==> src/rtl/dmem_arbiter_pkg.sv <==
// Shared types for the data-memory arbiter: owner encoding and request/response bundles.
package dmem_arbiter_pkg;

    localparam int DMEM_ADDR_W = 32;
    localparam int DMEM_DATA_W = 32;

    typedef enum logic [1:0] {
        OWN_NONE,
        OWN_LSU,
        OWN_EXT
    } dmem_owner_e;

    typedef struct packed {
        logic [DMEM_DATA_W/8-1:0] we;
        logic [DMEM_ADDR_W-1:0]   addr;
        logic [DMEM_DATA_W-1:0]   wdata;
    } dmem_req_t;

    typedef struct packed {
        logic                   rvalid;
        logic [DMEM_DATA_W-1:0] rdata;
    } dmem_rsp_t;

endpackage

==> src/rtl/dmem_arbiter.sv <==
// Single-port data-memory arbiter between the LSU and an external master.
// Define DMEM_ARB_RR_EN for round-robin on conflict; default is LSU priority with EXT starvation override.
module dmem_arbiter
    import dmem_arbiter_pkg::*;
#(
    parameter int ADDR_W     = 32,
    parameter int DATA_W     = 32,
    parameter int STARVE_MAX = 8
) (
    input  logic                clk_i,
    input  logic                rst_ni,
    input  logic                lsu_req_i,
    input  logic [DATA_W/8-1:0] lsu_we_i,
    input  logic [ADDR_W-1:0]   lsu_addr_i,
    input  logic [DATA_W-1:0]   lsu_wdata_i,
    output logic                lsu_gnt_o,
    output logic                lsu_rvalid_o,
    output logic [DATA_W-1:0]   lsu_rdata_o,
    input  logic                ext_req_i,
    input  logic [DATA_W/8-1:0] ext_we_i,
    input  logic [ADDR_W-1:0]   ext_addr_i,
    input  logic [DATA_W-1:0]   ext_wdata_i,
    output logic                ext_gnt_o,
    output logic                ext_rvalid_o,
    output logic [DATA_W-1:0]   ext_rdata_o,
    output logic                mem_req_o,
    output logic [DATA_W/8-1:0] mem_we_o,
    output logic [ADDR_W-1:0]   mem_addr_o,
    output logic [DATA_W-1:0]   mem_wdata_o,
    input  logic [DATA_W-1:0]   mem_rdata_i
);

    dmem_owner_e owner_q, owner_d;
    logic        load_q, load_d;
    logic        ext_wins;
    logic        conflict;

    assign conflict = lsu_req_i && ext_req_i;

`ifdef DMEM_ARB_RR_EN
    // rr_q set means EXT takes the next conflicting cycle
    logic rr_q, rr_d;

    assign ext_wins = rr_q;

    always_comb begin
        rr_d = rr_q;
        if (conflict) begin
            rr_d = !rr_q;
        end
    end

    always_ff @(posedge clk_i or negedge rst_ni) begin
        if (!rst_ni) begin
            rr_q <= 1'b0;
        end else begin
            rr_q <= rr_d;
        end
    end
`else
    localparam logic [7:0] STARVE_LIM = 8'(STARVE_MAX);

    logic [7:0] starve_cnt_q, starve_cnt_d;

    assign ext_wins = (starve_cnt_q == STARVE_LIM);

    always_comb begin
        starve_cnt_d = '0;
        if (ext_req_i && !ext_gnt_o) begin
            starve_cnt_d = (starve_cnt_q == STARVE_LIM) ? starve_cnt_q : starve_cnt_q + 8'd1;
        end
    end

    always_ff @(posedge clk_i or negedge rst_ni) begin
        if (!rst_ni) begin
            starve_cnt_q <= '0;
        end else begin
            starve_cnt_q <= starve_cnt_d;
        end
    end
`endif

    // Grants are gated by reset so every output reads zero while rst_ni is low.
    always_comb begin
        lsu_gnt_o = 1'b0;
        ext_gnt_o = 1'b0;
        if (rst_ni) begin
            if (conflict) begin
                ext_gnt_o = ext_wins;
                lsu_gnt_o = !ext_wins;
            end else begin
                lsu_gnt_o = lsu_req_i;
                ext_gnt_o = ext_req_i;
            end
        end
    end

    always_comb begin
        mem_we_o    = '0;
        mem_addr_o  = '0;
        mem_wdata_o = '0;
        if (ext_gnt_o) begin
            mem_we_o    = ext_we_i;
            mem_addr_o  = ext_addr_i;
            mem_wdata_o = ext_wdata_i;
        end else if (lsu_gnt_o) begin
            mem_we_o    = lsu_we_i;
            mem_addr_o  = lsu_addr_i;
            mem_wdata_o = lsu_wdata_i;
        end
    end

    assign mem_req_o = lsu_gnt_o | ext_gnt_o;

    always_comb begin
        owner_d = OWN_NONE;
        if (ext_gnt_o) begin
            owner_d = OWN_EXT;
        end else if (lsu_gnt_o) begin
            owner_d = OWN_LSU;
        end
        load_d = (mem_we_o == '0);
    end

    always_ff @(posedge clk_i or negedge rst_ni) begin
        if (!rst_ni) begin
            owner_q <= OWN_NONE;
            load_q  <= 1'b0;
        end else begin
            owner_q <= owner_d;
            load_q  <= load_d;
        end
    end

    assign lsu_rvalid_o = (owner_q == OWN_LSU);
    assign ext_rvalid_o = (owner_q == OWN_EXT);
    assign lsu_rdata_o  = (lsu_rvalid_o && load_q) ? mem_rdata_i : '0;
    assign ext_rdata_o  = (ext_rvalid_o && load_q) ? mem_rdata_i : '0;

endmodule

==> config.mk <==
export PLATFORM = sky130hd
export DESIGN_NAME = dmem_arbiter
export DESIGN_NICKNAME = d
export VERILOG_FILES = /design/src/rtl/dmem_arbiter_pkg.sv /design/src/rtl/dmem_arbiter.sv
export SDC_FILE = /design/constraint.sdc
export NUM_CORES = 1
export LEC_CHECK = 0
export BUFFER_PORTS_ARGS = -buffer_cell sky130_fd_sc_hd__buf_4
export CORE_AREA = 10 10 111 113
export CTS_BUF_LIST = sky130_fd_sc_hd__clkbuf_8 sky130_fd_sc_hd__clkbuf_16
export DETAILED_ROUTE_END_ITERATION = 12
export DIE_AREA = 0 0 121 123
export PLACE_DENSITY = 0.71
export SYNTH_ARGS = -nofsm -noshare
export SYNTH_HDL_FRONTEND = slang
export SYNTH_SLANG_ARGS = --single-unit
==> constraint.sdc <==
create_clock -name clk_i -period 1.93 [get_ports clk_i]
set_input_delay 0.2895 -clock clk_i [delete_from_list [all_inputs] [get_ports clk_i]]
set_output_delay 0.2895 -clock clk_i [all_outputs]
set_load 0.01 [all_outputs]
==> results.toml, run 1 <==
[clock_tree]
cts_tree = "done"
cts_buffers = 3
clkLatencyLatePin_ns = 0.24
cts_root_buf = "clkbuf_8"
clk_pin_slew_worst_paths_ns = 0.05
clock_path_buffers = 2
clock-sinks = 11
htreeDepth = 1

[yosys]
netlist_area_um2 = 1900
synth_compound_area_frac = 0.428
synth_cells = 232
synth_mux_area_frac = 0
synth-main-ff-cell = "dfrtp_1"
yosys.area_share.simple = 0.284
syn-num-nets = 406
synthAdderAreaFrac = 0.0132
synth_cell_type_count = 29
seq_area_frac_synth = 0.145
synth-edff-count = 0
synthArstFlopShare = 1.00
synth_top_family_by_area = "compound AO/OA/AOI/OAI gates"
avgSynthCellArea_um2 = 8.20
ys_warn_count = 0
ys_seq_elements = 11
synth-xor-area-share = 0.00921

[routing]
wl_per_cell_um = 23.7
routed_wl_um = 16100
final_antenna_net_count = 0
vias_per_cell = 5.12
drc = 0
dr.pass1.iters = 4
via_count = 3478
first_iter_violations = 271

[power]
comb_power_share = 0.681
p_per_area_nw_per_um2 = 299
swShare = 0.344
power_switching_uw = 509
clkPwrFrac = 0.156
power.total_mw = 1.48
vdd_drop_max_mv = 0.187
internal_power_uw = 969
p_seq_frac = 0.163
cellLeakagePower_nw = 2.82

[layout]
layout.cells.non_filler = 679
final_nets = 718
antenna_cells = 0
utilization = 0.487
nFillCells = 956
drive_gt1_frac = 0.716
syn2layout_area_growth_pct = 160

[placement]
io_buffers = 308
hpwl_um = 12700
place_congestion = 0.951
placedCellCount = 659

[timing]
finalClockSkew_ns = 0.00183
period_needed_ns = 2.49
tightestPinTransition_ns = 0.531
relSlewSlack = 0.645
setup-tns-final_ns = -36.31
drv_slew = 0
hold_violations = 0
setup_ws_ns = -0.560
finalSetupViolCount = 72
post-route-period-util = 1.29
rsz0062_at_grt = "yes"
max_freq_mhz = 402

[global_routing]
grt.overflow.total = 0
first_global_vias = 3558
grt_pass1_wl_um = 21600
grt_usage = 0.183
grt_max_degree = 65
antenna_found_initial = 0

[die]
die-area_um2 = 14900
coreArea_um2 = 10100
ios = 309
num_rows = 37
die_x_um = 121
start_util = 0.188
die_h_um = 123

[critical_path]
path_class = "flip-flop to output port"
start_kind = "flip-flop"
worst_path_max_delay_cell = "or4_4"
slowest_delay_ns = 0.56
worstSetupEndpointType = "output port"
path_max_fanout = 57
timing.critical_path.cells = "or4_4 > o311a_4 > buf_12 > a32o_2 > buf_4"
crit_required_ns = 1.64
worstPathArrival_ns = 2.20

[run]
max_cap_violations = 0

[status]
status = "finished with violations"
violations = "setup timing"

[hold_path]
hp-class = "input pin to flip-flop"
## layer usage
layer | global-route usage | part of all wire | vias up
li1 | - | - | 1608
met1 | 0.191 | 0.35 | 1610
met2 | 0.329 | 0.51 | 245
met3 | 0.0843 | 0.13 | 15
met4 | 0.0400 | 0.018 | 0
met5 | 0 | 0 | -
## power groups by stage
stage | sequential [mW] | combinational [mW] | clock [mW]
detailed placement | 0.245 | 0.876 | 0
global placement | 0.245 | 0.867 | 0
CTS | 0.242 | 0.970 | 0.230
floorplan | 0.247 | 0.319 | 0
global route | 0.243 | 1.06 | 0.243
finish | 0.241 | 1.01 | 0.231
## Yosys cell counts, drive strengths merged, types with 2 or more instances
master | instances | share of area
nand2 | 3 | 0.0059
a21oi | 3 | 0.0079
dfrtp | 11 | 0.14
xor2 | 2 | 0.0092
nor2b | 3 | 0.0099
nand3 | 4 | 0.011
o21ai | 5 | 0.013
a221oi | 3 | 0.014
o311a | 2 | 0.011
clkbuf | 22 | 0.043
a211oi | 2 | 0.0079
o211ai | 2 | 0.0079
or4 | 5 | 0.020
a32o | 68 | 0.36
or3 | 3 | 0.0099
and3 | 64 | 0.21
and2 | 2 | 0.0066
ha | 2 | 0.013
buf | 17 | 0.070
inv | 3 | 0.0059
## sequential cells by signal, summed over array words and instances (netlist names)
name,cells
load_q,1
starve_cnt_q,8
owner_q,2
## final timing paths
check,startpoint,endpoint,slack [ns],cells after the start
max in group asynchronous,rst_ni,load_q,0.90,2
min in group asynchronous,rst_ni,owner_q[0],0.68,2
hold / removal,ext_req_i,starve_cnt_q[2],0.31,3
setup reg to reg,starve_cnt_q[5],load_q,-0.02,6
hold reg to reg,starve_cnt_q[1],starve_cnt_q[1],0.66,3
setup / recovery,starve_cnt_q[5],mem_wdata_o[3],-0.56,5
## cells in the final DEF (no fill, tap or decap), drive strengths merged, types with 2 or more instances in the layout
cell	n
buf	343
a32o	68
and3	64
dfrtp	11
o21ai	5
or4	5
clkbuf	5
inv	4
nand3	4
nor2b	3
or3	3
a221oi	3
nand2	3
a21oi	3
xor2	2
a211oi	2
o211ai	2
ha	2
and2	2
o311a	2
## metrics by stage
step	instance area, um2	setup slack [ns]	hold WS [ns]
after floorplan	1930	-0.207	-0.00609
after global placement	4400	-0.285	0.171
after detailed placement	4400	-0.303	0.173
after CTS	4780	-0.531	0.317
after global routing	4940	-0.590	0.316
final	4940	-0.560	0.311
## kinds of logic (layout without fill, tap and decap cells)
| group | Yosys count | in the layout |
|---|---|---|
| DFF | 11 | 11 |
| and+or+nand+nor | 87 | 87 |
| AOI/OAI and AO/OA | 87 | 87 |
| buffers and inverters | 43 | 354 |
| adders and majority gates | 2 | 2 |
| xor gates and xnor gates | 2 | 2 |
## critical path: cells and delay by family (launching register included)
kind / cells / cell delay, ns
AO/OA/AOI/OAI: 2 / 0.64
buffers and inverters: 2 / 0.35
flip-flops: 1 / 0.39
AND/OR/NAND/NOR: 1 / 0.56
## repair_timing
| item | CTS | global route |
|---|---|---|
| gates cloned | 5 | 2 |
| gates resized for setup | 33 | 46 |
| setup buffers | 7 | 2 |
| endpoints found under the hold margin | 11 | 0 |
| pin swaps | 4 | 29 |
| setup endpoints to repair | 71 | 73 |
| hold buffers | 1 | 0 |
## final cells by class
| type | instances | area, um2 | area share |
|---|---|---|---|
| sequential | 11 | 275 | 0.0557 |
| timing repair buffer | 346 | 2960 | 0.598 |
| multi-input combinational | 178 | 1480 | 0.299 |
| clock inverter | 1 | 3.75 | 0.000759 |
| inverter | 4 | 15.0 | 0.00304 |
| clock buffer | 3 | 41.3 | 0.00835 |
| tap | 136 | 170 | 0.0344 |
(Power assumes the default switching activity.)
==> run 2: changes to the inputs <==
--- a/config.mk
+++ b/config.mk
@@ -8,9 +8,11 @@
 export BUFFER_PORTS_ARGS = -buffer_cell sky130_fd_sc_hd__buf_4
 export CORE_AREA = 10 10 111 113
 export CTS_BUF_LIST = sky130_fd_sc_hd__clkbuf_8 sky130_fd_sc_hd__clkbuf_16
+export CTS_CLUSTER_SIZE = 40
 export DETAILED_ROUTE_END_ITERATION = 12
 export DIE_AREA = 0 0 121 123
 export PLACE_DENSITY = 0.71
+export REMOVE_ABC_BUFFERS = 1
 export SYNTH_ARGS = -nofsm -noshare
 export SYNTH_HDL_FRONTEND = slang
 export SYNTH_SLANG_ARGS = --single-unit
==> results.toml, run 2 (same netlist as run 1, synthesis figures left out) <==
[layout]
final_nets = 710
largest_reg_flops = 8
final_common_cell = "buf_4"
antenna_cells = 0
syn2layout_area_growth_pct = 150
max_flop_register = "starve_cnt_q"
nFillCells = 963
final_cell_mix = "buf_4, and3_1, a32o_1"
reg.largest.list = "starve_cnt_q x8, owner_q x2, load_q x1"
layout.cells.non_filler = 671
drive_gt1_frac = 0.701

[clock_tree]
cts_root_buf = "clkbuf_8"
clk_pin_slew_worst_paths_ns = 0.05
cts_tree = "done"
htreeDepth = 1
clock_path_buffers = 2
clkLatencyLatePin_ns = 0.23
clock-sinks = 11
cts_buffers = 3

[routing]
wl_per_cell_um = 22.1
drc = 0
dr.pass1.iters = 5
via_count = 3416
vias_per_cell = 5.09
first_iter_violations = 173
routed_wl_um = 14800
final_antenna_net_count = 0

[timing]
finalClockSkew_ns = 0.00264
setup_ws_ns = -0.482
finalSetupViolCount = 75
drv_slew = 0
rsz0062_at_grt = "yes"
tightestPinTransition_ns = 0.412
period_needed_ns = 2.41
post-route-period-util = 1.25
relSlewSlack = 0.725
hold_violations = 0
max_freq_mhz = 415
setup-tns-final_ns = -31.12

[critical_path]
worstPathArrival_ns = 2.12
worstSetupEndpointType = "output port"
slowest_delay_ns = 0.55
path_class = "flip-flop to output port"
start_kind = "flip-flop"
path_max_fanout = 18
crit_required_ns = 1.64
timing.critical_path.cells = "or4_4 > buf_6 > o21ai_4 > buf_12 > buf_12 > a32o_1 > buf_6"
worst_path_max_delay_cell = "or4_4"

[status]
status = "finished with violations"
violations = "setup timing"

[die]
die_h_um = 123
die_x_um = 121
start_util = 0.188
num_rows = 37
coreArea_um2 = 10100
die-area_um2 = 14900
ios = 309

[global_routing]
grt_usage = 0.178
grt_pass1_wl_um = 21200
grt.overflow.total = 0
antenna_found_initial = 0
first_global_vias = 3538
grt_max_degree = 65

[placement]
place_congestion = 0.892
io_buffers = 308
placedCellCount = 659
hpwl_um = 12300

[hold_path]
hp-class = "input pin to async pin"

[power]
vdd_drop_max_mv = 0.155
cellLeakagePower_nw = 2.70
p_per_area_nw_per_um2 = 298

[run]
max_cap_violations = 0
==> run 2: worst paths after layout <==
path / start / to / slack (ns) / cells after the start
hold / removal: rst_ni / starve_cnt_q[2] / 0.06 / 2
setup reg to reg: starve_cnt_q[6] / starve_cnt_q[4] / -0.06 / 8
min in group clk_i: ext_req_i / starve_cnt_q[2] / 0.32 / 3
hold reg to reg: starve_cnt_q[7] / starve_cnt_q[7] / 0.60 / 2
setup / recovery: starve_cnt_q[6] / mem_addr_o[26] / -0.48 / 7
max in group asynchronous: rst_ni / load_q / 1.40 / 2
==> run 2: cell type report <==
| cell class | count | area (um2) | area share |
|---|---|---|---|
| multi-input cells | 178 | 1480 | 0.311 |
| well taps | 136 | 170 | 0.0358 |
| clock inverters | 1 | 3.75 | 0.000790 |
| flip-flops and latches | 11 | 275 | 0.0579 |
| repair buffers | 338 | 2770 | 0.583 |
| inverters | 4 | 15.0 | 0.00316 |
| clock buffers | 3 | 41.3 | 0.00869 |
==> run 2: power by group <==
part	switching (mW)	internal [mW]	total, mW
logic	0.397	0.554	0.951
clock network	0.0862	0.140	0.226
registers	0.00324	0.238	0.241
total	0.486	0.932	1.42
==> run 2: what timing repair did <==
item / 4_1_cts / 5_1_grt
hold buffers: 1 / 0
pin swaps: 2 / 8
endpoints found under the setup margin: 72 / 77
gates resized for setup: 45 / 23
gates cloned: 2 / 0
setup buffers: 6 / 1
hold endpoints to repair: 1 / 0
==> run 2: worst max-delay path, delay by kind of cell (launching register included) <==
kind                   cells  cell delay, ns
buffers and inverters      4            0.54
AO/OA/AOI/OAI              2            0.38
AND/OR/NAND/NOR            1            0.55
flip-flops                 1            0.39
==> run 2: metrics by stage <==
step           utilization  power [mW]  area, um2  setup slack, ns  hold slack (ns)
3_3_place_gp         0.435        1.12       4410           -0.278           0.0901
4_1_cts              0.468        1.43       4740           -0.486           0.0568
2_1_floorplan            -       0.521       1690            -2.30         -0.00609
3_5_place_dp         0.435        1.13       4410           -0.291           0.0927
5_1_grt              0.469        1.50       4750           -0.535           0.0770
6_report             0.469        1.42       4750           -0.482           0.0557
==> run 2: per-layer routing <==
layer  track usage  vias up  wire, um
met1         0.189     1589      5410
met5             0        -         0
met2         0.321      232      7430
li1              -     1587         -
met3        0.0770        8      1830
met4        0.0347        0       165
